File: config.mk
export PLATFORM = sky130hd
export DESIGN_NAME = gray_4bits
export DESIGN_NICKNAME = d
export VERILOG_FILES = /design/src/rtl/gray_4bits.sv
export SDC_FILE = /design/constraint.sdc
export NUM_CORES = 1
export LEC_CHECK = 0
export ABC_AREA = 1
export BUFFER_PORTS_ARGS = -buffer_cell sky130_fd_sc_hd__buf_2
export CORE_AREA = 2 2 39 41
export DETAILED_ROUTE_END_ITERATION = 10
export DIE_AREA = 0 0 41 43
export PLACE_DENSITY_LB_ADDON = 0.2
export SLEW_MARGIN = 20
export SYNTH_ARGS = -nofsm -noshare
export SYNTH_HDL_FRONTEND = slang
export SYNTH_SLANG_ARGS = --single-unit
File: constraint.sdc
create_clock -name clk -period 1.7 [get_ports clk]
set_input_delay 0.34 -clock clk [delete_from_list [all_inputs] [get_ports clk]]
set_output_delay 0.34 -clock clk [all_outputs]
set_load 0.01 [all_outputs]
File: src/rtl/gray_4bits.sv
// Free-running 4-bit Gray-code counter.
// A binary counter advances each clock; the output register holds the
// Gray encoding of the same next value, so both stay in step every cycle.
module gray_4bits (
  input  logic       clk,
  input  logic       reset,    // synchronous, active-low
  output logic [3:0] gray_out
);

  logic [3:0] bin_q, bin_d;
  logic [3:0] gray_q, gray_d;

  // Next-state: increment (wraps mod 16) and encode the incremented value.
  always_comb begin
    bin_d  = bin_q + 4'd1;
    gray_d = bin_d ^ (bin_d >> 1);
    if (!reset) begin
      bin_d  = 4'd0;
      gray_d = 4'd0;
    end
  end

  // State registers; reset is folded into the next-state logic above.
  always_ff @(posedge clk) begin
    bin_q  <= bin_d;
    gray_q <= gray_d;
  end

  assign gray_out = gray_q;

endmodule

# Word level (Yosys, flattened, before mapping)

Index checks and enable logic that the tools add are counted.

Register bits after elaboration: 8

Add/sub/neg operators: 1
Bitwise operators: 1

Operators with widths:

| cell                                                           | count |
|---|---|
| 4-bit by 1-bit adder with 4-bit output (second input constant) | 1 |
| 4-bit by 3-bit XOR with 4-bit output                           | 1 |

# Logic depth before layout (Yosys ltp)

Word-level depth: 2
Mapped depth: 7

# Worst setup path before layout

No wires, ideal clock.

Kind: register to register
Start point: register bin_q[0]
End point: register gray_q[2] (netlist: gray_out[2])
Arrival: 0.899 ns
Setup slack: 0.688 ns
Cell stages (with the launch flop): 7
Period minus slack after synthesis: 1.012 ns
Cells stage by stage: dfxtp_1 -> ha_1 -> nand2_1 -> nand2_4 -> nand3_2 -> nand2_1 -> nor2_1

Longest elaborated chain between the ends: 2

RTL lines:

| item                                   | RTL line | source |
|---|---|---|
| start: declaration                     | 10       | `logic [3:0] bin_q, bin_d;` |
| start signal: assignment               | 25       | `bin_q <= bin_d;` |
| 4-bit by 1-bit adder with 4-bit output | 15       | `bin_d = bin_q + 4'd1;` |
| 4-bit by 3-bit XOR with 4-bit output   | 16       | `gray_d = bin_d ^ (bin_d >> 1);` |
| end signal: assignment                 | 26       | `gray_q <= gray_d;` |
| end: declaration                       | 11       | `logic [3:0] gray_q, gray_d;` |

No other way between the ends.
A chain may end at the register's enable or synchronous reset.

# Final worst setup path

Start point: register bin_q[0]
End point: register gray_q[1] (netlist: gray_out[1])

Same word-level chain as after synthesis.

==> results by group <==
Floorplanning
  – Cell Rows: 14
  – Core region area: 1380 um^2
  – Initial core utilization: 0.219
  – Die footprint: 1760 um^2
  – Die width: slightly above 40 um
  – Height of the die: 43 um
  – I/O pins: 6

Power and ir drop
  – PwrDens: about 1100 nW/um^2
  – Overall power: 0.000393 W
  – Pleak: approximately 0.18 nW
  – Worst IR Drop VDD: 366 uV

Timing
  – RSZ-0062 raised after global routing: false
  – Period utilisation layout: 0.661
  – Setup_tns: 0 ns
  – Slew HR: 0.847
  – Final Setup Violations: 0
  – Final Max Tran Viols: 0
  – Fin. Hold Viols: 0
  – Layout Skew: 0.00102 ns
  – Max Clk Rate: 0.890 GHz
  – Tmin final: between 1 and 1.5 ns
  – Worst Tran Pin Value: roughly 0.23 ns

Synthesis
  – Mean Syn Cell Area: 8.18 um^2
  – Most used flip-flop cell after synthesis: dfxtp_1
  – Post-synth ARST share: 0
  – Post-synth top area share: 0.463
  – Yosys top cell by area: dfxtp_1
  – Register area share after synthesis: 0.463
  – Most frequent cells after synthesis: dfxtp_1 (7), nand2_1 (6), nor2_1 (5)
  – Yosys warning total: 0
  – Syn_nets: 40
  – Most common cell in the netlist: dfxtp_1
  – Mapped Cells: 37
  – Synth Cell Area: around 300 um^2
  – Distinct cells, synth: 16
  – Synth area leaders: dfxtp_1 (46%), nand2_1 (7.4%), nor2_1 (6.2%)
  – Number of flops mapped to enable cells by yosys: 0
  – #FFs+latches synth: 7

Clocking
  – Clock-pin transition on the worst setup and hold timing paths: 0.05 ns
  – Clock Sinks: 7
  – Clock Root Buffer: clkbuf_4
  – CTS Hold Bufs: 0
  – Max clock buf depth: 2
  – # H-tree levels: 1
  – Post-CTS Repair Setup Buffers: 0
  – CTS buffer count: 3
  – CTS tree: done
  – Cts repair resizes: 0
  – Worst skew pair latency: 0.25 ns

Critical path
  – Worst Path Max Fanout: 7
  – WP data required: 1.85 ns
  – Worst EP arrival: 1.27 ns
  – Crit path kind: flop to flop
  – Startpoint Class: flop
  – Setup crit end kind: flop

GRT
  – Antenna violations before repair: 0
  – Largest net degree at the start of global routing: 8
  – Gr ovfl total: 0
  – First-pass GRT wire length: 800 um
  – Tot GR Track Use: 0.0735
  – Vias in the first global route: 220

Routing
  – Total Wirelength: 493 um
  – Final ANT Viol Nets: 0
  – WL per Instance: 8.08 um
  – First DRT Iteration DRCs: 2
  – Vias/cell: 4.00
  – DR vias: 244
  – Residual DRC count: 0
  – Detailed Routing Iterations Pass 1: 3

Placed design
  – Hpwl dp: between 300 and 400 um
  – Placed Cells: 57
  – Gp weighted congestion: approximately 0.64
  – Port buffer count: 5

Hold path
  – HP Class: primary input to flop

Outcome
  – Status: completed

Layout
  – ANT cells: 0
  – Area growth syn-to-layout: 21.1%
  – Post-Layout Cell Count: 61
  – Layout cells sized above 1: 0.378
  – Layout net count: 49

Flow run
  – Maxcap violations: 0
placed cells by master (no fill, tap or decap), drive strengths merged:
master,count
a21oi,1
o21ai,1
dfxtp,7
nand3,2
inv,6
clkbuf,4
nand4,2
nand2,8
ha,1
nor2,8
buf,5
per-stage QoR:
step	area, um^2	worst slack [ns]	hold WS [ns]	utilization
floorplan	303	0.688	0.461	-
global placement	340	0.571	0.512	0.246
detailed placement	340	0.577	0.513	0.246
CTS	367	0.569	0.346	0.265
global route	367	0.515	0.368	0.265
finish	367	0.577	0.347	0.265
metal layers:
metal | vias up | track usage | wire, um
met5 | - | 0 | 0
met2 | 6 | 0.0938 | 224
met3 | 4 | 0.0157 | 25
li1 | 130 | - | -
met4 | 0 | 0.100 | 19
met1 | 104 | 0.0812 | 223
final timing paths:
check / from / to / slack [ns] / cells past startpoint
setup reg to reg: bin_q[0]$_SDFF_PN0_ / gray_out[1]$_SDFF_PN0_ / 0.58 / 6
hold reg to reg: bin_q[0]$_SDFF_PN0_ / bin_q[0]$_SDFF_PN0_ / 0.52 / 1
hold / removal: reset / gray_out[2]$_SDFF_PN0_ / 0.35 / 3
setup / recovery: bin_q[0]$_SDFF_PN0_ / gray_out[1]$_SDFF_PN0_ / 0.58 / 6
report_power, final:
part / total (W) / internal [W] / switching (W)
Combinational: 0.0000533 / 0.0000211 / 0.0000322
Clock: 0.000152 / 0.0000897 / 0.0000628
Sequential: 0.000188 / 0.000179 / 0.00000909
state kept, by name (all words and copies together) (netlist names):
name	flops
bin_q	4
gray_out	3
worst max-delay path, cell delays in order (launching register included):
cell,delay (ns)
dfxtp_1,0.44
ha_1,0.21
inv_1,0.05
nand2_2,0.07
nand2_4,0.07
nor2_1,0.13
nor2_2,0.05
cell type report:
type / count / area, um^2
clock buffers: 4 / 26.3
fillers: 150 / 1020
inverters: 6 / 22.5
multi-input cells: 23 / 133
flip-flops and latches: 7 / 140
well taps: 16 / 20.0
repair buffers: 5 / 25.0
kinds of logic after synthesis:
| logic type | after synthesis | share of synthesized area |
|---|---|---|
| simple gates | 20 | 0.364 |
| buf+inv | 7 | 0.0992 |
| flops | 7 | 0.463 |
| compound gates | 2 | 0.0330 |
| fa+ha+maj | 1 | 0.0413 |
No activity file was read; power rests on OpenSTA's default activity.
